## src/rtl/weight_fetch_arbiter.sv

```systemverilog
// weight_fetch_arbiter
//
// Arbitrates burst reads from NUM_REQ neuron units onto the single shared weight ROM port.
// One requester is granted at a time; the arbiter walks the ROM address from the winner's base
// for the winner's length, registers each ROM word and streams it back with valid/last framing.
//
// Arbitration:
//   WEIGHT_FETCH_RR_EN defined   -> round-robin from a priority pointer that advances past the
//                                   last owner at the end of every burst.
//   WEIGHT_FETCH_RR_EN undefined -> fixed priority, lowest requesting index wins.
//
// Ports:
//   clk, rst_n      clock, asynchronous active-low reset
//   req_i           per-requester request level, held until the matching done_o pulse
//   req_base_i      packed start addresses, requester i at [i*AW +: AW]
//   req_len_i       packed burst lengths,   requester i at [i*LW +: LW]
//   grant_o         one-hot owner, high only while fetching
//   rd_data_o       registered ROM word
//   rd_valid_o      rd_data_o valid this cycle
//   rd_last_o       final word of the burst
//   done_o          one-cycle pulse to the burst owner at burst end
//   busy_o          arbiter not idle
//   rom_address_o   ROM address, 0 when not fetching
//   rom_enable_o    ROM enable, high only while fetching
//   rom_data_i      combinational ROM data for the current address

module weight_fetch_arbiter #(
    parameter int unsigned DATA_BUS_WIDTH    = 8,
    parameter int unsigned ADDRESS_BUS_WIDTH = 16,
    parameter int unsigned NUM_REQ           = 4,
    parameter int unsigned LEN_WIDTH         = 8
) (
    input  logic                                 clk,
    input  logic                                 rst_n,
    input  logic [NUM_REQ-1:0]                   req_i,
    input  logic [NUM_REQ*ADDRESS_BUS_WIDTH-1:0] req_base_i,
    input  logic [NUM_REQ*LEN_WIDTH-1:0]         req_len_i,
    output logic [NUM_REQ-1:0]                   grant_o,
    output logic [DATA_BUS_WIDTH-1:0]            rd_data_o,
    output logic                                 rd_valid_o,
    output logic                                 rd_last_o,
    output logic [NUM_REQ-1:0]                   done_o,
    output logic                                 busy_o,
    output logic [ADDRESS_BUS_WIDTH-1:0]         rom_address_o,
    output logic                                 rom_enable_o,
    input  logic [DATA_BUS_WIDTH-1:0]            rom_data_i
);

    localparam int unsigned IdxW = (NUM_REQ > 1) ? $clog2(NUM_REQ) : 1;

    typedef enum logic [1:0] {
        StIdle,
        StFetch,
        StDone
    } state_e;

    state_e                         state_q;
    logic [LEN_WIDTH-1:0]           cnt_q;
    logic [ADDRESS_BUS_WIDTH-1:0]   rom_address_q;
    logic                           rom_enable_q;
    logic [NUM_REQ-1:0]             grant_q;
    logic [DATA_BUS_WIDTH-1:0]      rd_data_q;
    logic                           rd_valid_q;
    logic                           rd_last_q;
    logic [NUM_REQ-1:0]             done_q;

    // Unpacked views of the packed request fields.
    logic [ADDRESS_BUS_WIDTH-1:0]   base_arr [NUM_REQ];
    logic [LEN_WIDTH-1:0]           len_arr  [NUM_REQ];

    always_comb begin
        for (int unsigned i = 0; i < NUM_REQ; i++) begin
            base_arr[i] = req_base_i[i*ADDRESS_BUS_WIDTH +: ADDRESS_BUS_WIDTH];
            len_arr[i]  = req_len_i[i*LEN_WIDTH +: LEN_WIDTH];
        end
    end

    // Winner selection
    logic                 any_req;
    logic [IdxW-1:0]      win_idx;
    logic [NUM_REQ-1:0]   win_onehot;

`ifdef WEIGHT_FETCH_RR_EN
    logic [IdxW-1:0]      ptr_q;
    logic [IdxW-1:0]      owner_q;
    logic [IdxW-1:0]      cand_idx;
    logic [IdxW-1:0]      ptr_next;

    // First set request at or after the pointer, wrapping modulo NUM_REQ.
    always_comb begin
        any_req  = 1'b0;
        win_idx  = '0;
        cand_idx = '0;
        for (int unsigned k = 0; k < NUM_REQ; k++) begin
            cand_idx = IdxW'((32'(ptr_q) + k) % NUM_REQ);
            if (!any_req && req_i[cand_idx]) begin
                any_req = 1'b1;
                win_idx = cand_idx;
            end
        end
    end

    always_comb begin
        ptr_next = '0;
        if (32'(owner_q) != NUM_REQ - 1) begin
            ptr_next = owner_q + IdxW'(1);
        end
    end
`else
    // Descending scan so the lowest set index is the last one written.
    always_comb begin
        any_req = 1'b0;
        win_idx = '0;
        for (int i = int'(NUM_REQ) - 1; i >= 0; i--) begin
            if (req_i[i]) begin
                any_req = 1'b1;
                win_idx = IdxW'(i);
            end
        end
    end
`endif

    assign win_onehot = {{(NUM_REQ-1){1'b0}}, 1'b1} << win_idx;

    // Control FSM with registered outputs. rom_address_q doubles as the address counter and is
    // forced to 0 whenever the FSM leaves FETCH.
    always_ff @(posedge clk or negedge rst_n) begin
        if (!rst_n) begin
            state_q       <= StIdle;
            cnt_q         <= '0;
            rom_address_q <= '0;
            rom_enable_q  <= 1'b0;
            grant_q       <= '0;
            rd_data_q     <= '0;
            rd_valid_q    <= 1'b0;
            rd_last_q     <= 1'b0;
            done_q        <= '0;
`ifdef WEIGHT_FETCH_RR_EN
            ptr_q         <= '0;
            owner_q       <= '0;
`endif
        end else begin
            unique case (state_q)
                StIdle: begin
                    rd_valid_q <= 1'b0;
                    rd_last_q  <= 1'b0;
                    done_q     <= '0;
                    if (any_req) begin
                        cnt_q <= len_arr[win_idx];
`ifdef WEIGHT_FETCH_RR_EN
                        owner_q <= win_idx;
`endif
                        if (len_arr[win_idx] == '0) begin
                            // Empty burst: report completion without touching the ROM.
                            done_q  <= win_onehot;
                            state_q <= StDone;
                        end else begin
                            grant_q       <= win_onehot;
                            rom_enable_q  <= 1'b1;
                            rom_address_q <= base_arr[win_idx];
                            state_q       <= StFetch;
                        end
                    end
                end

                StFetch: begin
                    rd_data_q     <= rom_data_i;
                    rd_valid_q    <= 1'b1;
                    rom_address_q <= rom_address_q + ADDRESS_BUS_WIDTH'(1);
                    cnt_q         <= cnt_q - LEN_WIDTH'(1);
                    if (cnt_q == LEN_WIDTH'(1)) begin
                        rd_last_q     <= 1'b1;
                        done_q        <= grant_q;
                        grant_q       <= '0;
                        rom_enable_q  <= 1'b0;
                        rom_address_q <= '0;
                        state_q       <= StDone;
                    end
                end

                StDone: begin
                    rd_valid_q <= 1'b0;
                    rd_last_q  <= 1'b0;
                    done_q     <= '0;
                    state_q    <= StIdle;
`ifdef WEIGHT_FETCH_RR_EN
                    ptr_q      <= ptr_next;
`endif
                end

                default: begin
                    state_q <= StIdle;
                end
            endcase
        end
    end

    assign grant_o       = grant_q;
    assign rd_data_o     = rd_data_q;
    assign rd_valid_o    = rd_valid_q;
    assign rd_last_o     = rd_last_q;
    assign done_o        = done_q;
    assign busy_o        = (state_q != StIdle);
    assign rom_address_o = rom_address_q;
    assign rom_enable_o  = rom_enable_q;

endmodule

```

## config.mk

```make
export PLATFORM = sky130hd
export DESIGN_NAME = weight_fetch_arbiter
export DESIGN_NICKNAME = d
export VERILOG_FILES = /design/src/rtl/weight_fetch_arbiter.sv
export SDC_FILE = /design/constraint.sdc
export NUM_CORES = 1
export LEC_CHECK = 0
export CORE_MARGIN = 1.5
export CORE_UTILIZATION = 45
export CTS_CLUSTER_DIAMETER = 100
export CTS_CLUSTER_SIZE = 25
export DETAILED_ROUTE_END_ITERATION = 16
export PLACE_DENSITY = 0.86
export SLEW_MARGIN = 10
export SYNTH_ARGS = -nofsm -noshare
export SYNTH_HDL_FRONTEND = slang
export SYNTH_SLANG_ARGS = --single-unit
export TNS_END_PERCENT = 30
```

## constraint.sdc

```tcl
create_clock -name clk -period 4.09 [get_ports clk]
set_input_delay 0.818 -clock clk [delete_from_list [all_inputs] [get_ports clk]]
set_output_delay 0.818 -clock clk [all_outputs]
set_load 0.03 [all_outputs]
```

==> reports/qor.yml <==
worstSetupStartpointType: "input pin"
dieWidth_um: 88.1
synth_fa_ha_area_share_pct: 2.69
die_area_sq_um: 7760
drt-total-wl_mm: 11.2
syn_inst: 388
antenna_found_initial: 0
viasPerCell: 6.17
highest_layer: "met4"
hold_violations: 0
fin_tns_setup_ns: 0
drc: 0
first_global_vias: 3609
drv_slew: 0
start_util_pct: 47.2
synthToLayoutAreaGrowth_pct: 49.0
cts_tree: "built"
cp_top_family: "simple AND/OR/NAND/NOR gates"
drtPass1Iterations: 5
yosys.area_share.xor_xnor_pct: 0
cts_resized: 0
die_y_um: 88.1
yosysTopAreaCell: "dfrtp_1"
synthMuxAreaShare_pct: 2.76
critPathCaptureType: "register"
route.met2.wl_mm: 5.26
async_flop_share_pct: 100
num_rows: 30
num-fill-cells: 560
synth_top_area_share_pct: 34.5
combPwrFrac_pct: 61.9
drt-met1-wl_mm: 4.44
critPathMaxStageDelay_ns: 0.61
synth_cell_types: 56
rsz0062_at_grt: "no"
grt_max_degree: 46
num_antenna_cells: 0
min_period_ns: 3.25
ioPinCount: 146
placed_area_sq_um: 4770
yosysMostFrequentCell: "dfrtp_1"
critPathArrivalTime_ns: 3.44
r2r_cells: 8
pwr-share-clk_pct: 8.9
synth-simple-area-share_pct: 23.2
drive_above_1_share_pct: 7.09
layout_setup_ws_ns: 0.841
synth_enable_flop_cells: 0
globalplace.congestion: 0.912
layout.nets: 638
clock_latency_ns: 0.30
yosysWarnings: 0
path_buf_inv: 1
ir_drop_v: 0.000220
hold_class: "register to register"
dp_slack_ns: 0.576
maxClockFrequency_ghz: 0.308
core_area_sq_um: 6910
final_cells: 618
syn_area_sq_um: 3260
vias: 3814
dpl.cell_count: 610
worstSetupPathType: "input pin to register"
cts_made_buffers: 5
relSlewSlack_pct: 34.6
port_buffers: 145
grt_overflow: 0
power.density_nw_per_um2: 623
syn_nets: 505
synth_compound_area_share_pct: 31.3
p_int_uw: 1580
p_leak_uw: 0.00187
slowest_stage: "clkdlybuf4s50_1"
multi_input_area_sq_um: 1960
clock_skew_ns: 0.00524
detail-route-antenna-nets: 0
htreeDepth: 2
first_iter_violations: 364
wl_met3_mm: 1.19
ys.flop_type: "dfrtp_1"
grt_pass1_wl_mm: 17.5
hold_buffers: 0
cp_cell_sequence: "clkdlybuf4s50_1 > and2b_1 > a211oi_1 > o311a_4 > nand4_4 > nand2_1 > a221o_1"
p_sw_share_pct: 47.7
p_sw_uw: 1440
synth_seq_cells: 45
setup_viol: 0
cap_violations: 0
hold_depth: 2
drt-wirelength-per-cell_um: 18.1
power_frac_seq_pct: 29.2
final_area_sq_um: 4860
seqCellArea_sq_um: 1130
cts_buffer_depth: 2
cts_setup_buffers: 0
syn_avg_cell_area_sq_um: 8.40
synth.area.top_cells: "dfrtp_1 (35%), a21oi_1 (5.8%), nand2_1 (4.6%)"
cts_root_buf: "clkbuf_8"
holdWs_ns: 0.497
cts_sinks: 45
synth_top_family_by_area: "compound AO/OA/AOI/OAI gates"
period_share_pct: 79.4
worst_slew_pin_slew_ns: 0.980
hpwl_mm: 8.55
cp_max_fo: 14
required_ns: 4.28
cp.depth: 7
status: "completed"
ys_seq_area_share_pct: 34.5
grt.total_usage_pct: 28.9
synthTopCellsByCount: "dfrtp_1 (45), nand2_1 (40), a21oi_1 (38)"
clk_pin_slew_ns: 0.08
cells by family after synthesis:
group	Yosys count
AO/OA/AOI/OAI	149
AND/OR/NAND/NOR	139
flip-flops	45
buffers and inverters	40
multiplexers	8
adder cells (fa/ha/maj)	7
layout by cell type (no fill, tap or decap), drive strengths merged, types with 3 or more instances in the layout:
cell type and instances:
a22o 5, a221o 10, nand3b 12, clkbuf 6
nor3 10, a21o 4, nand3 16, clkdlybuf4s50 144
a222oi 9, nor2b 7, and3 4, or4 3
o2bb2ai 6, a21oi 38, nor2 24, a22oi 5
or3 6, o211ai 4, nand2 40, o21ai 34
inv 10, buf 12, a221oi 5, nor4 3
or3b 4, ha 7, mux2 8, a31oi 11
dfrtp 45
sequential cells by signal (all words and copies together), names as in the netlist:
signal         cells
rd_valid_o         1
state_q            2
grant_o            4
rd_data_o          8
rom_address_o     16
rom_enable_o       1
cnt_q              8
rd_last_o          1
done_o             4
per-stage QoR:
| step | total power (uW) | util [%] |
|---|---|---|
| finish | 3030 | 70.3 |
| global route | 3230 | 70.3 |
| CTS | 3010 | 70.3 |
| detailed placement | 2740 | 69.1 |
| global placement | 2680 | 69.1 |
| floorplan | 1990 | - |
layer usage:
| layer | global-route usage (%) | up-vias |
|---|---|---|
| met3 | 6.03 | 24 |
| li1 | - | 1751 |
| met1 | 36.6 | 1782 |
| met4 | 10.4 | 0 |
| met5 | 0 | - |
| met2 | 48.9 | 257 |
path summary, 6_finish.rpt:
check                      slack [ns]                           end                    from
max                              0.84  rom_address_o[1]$_DFFE_PN0P_                req_i[2]
min                              0.50        rd_valid_o$_DFFE_PN0N_  rd_valid_o$_DFFE_PN0N_
max reg2reg                      1.69  rom_address_o[1]$_DFFE_PN0P_  state_q[0]$_DFFE_PN0P_
min reg2reg                      0.50        rd_valid_o$_DFFE_PN0N_  rd_valid_o$_DFFE_PN0N_
max in group asynchronous        2.81        grant_o[2]$_DFFE_PN0P_                   rst_n
min in group asynchronous        0.68      rd_data_o[6]$_DFFE_PN0P_                   rst_n
power groups by stage:
stage          Sequential, uW  Combinational (uW)  Clock [uW]
2_1_floorplan            1140                 851           0
3_3_place_gp              872                1810           0
3_5_place_dp              883                1850           0
4_1_cts                   874                1860         277
5_1_grt                   906                2020         296
6_report                  884                1870         269
cell type report:
cell class / count / area share [%]
multi-input cells: 303 / 40.4
repair buffers: 156 / 31.5
flip-flops and latches: 45 / 23.2
well taps: 96 / 2.47
clock buffers: 6 / 1.49
inverters: 10 / 0.773
clock inverters: 2 / 0.206
worst reg2reg max path, stage by stage (launching register included):
cell	delay, ns
dfrtp_1	0.42
inv_1	0.12
ha_1	0.39
inv_1	0.17
or3_1	0.53
a31oi_1	0.20
buf_4	0.21
nor2b_1	0.17
a221o_1	0.12
Note: power is estimated with default switching activity, not from simulation.
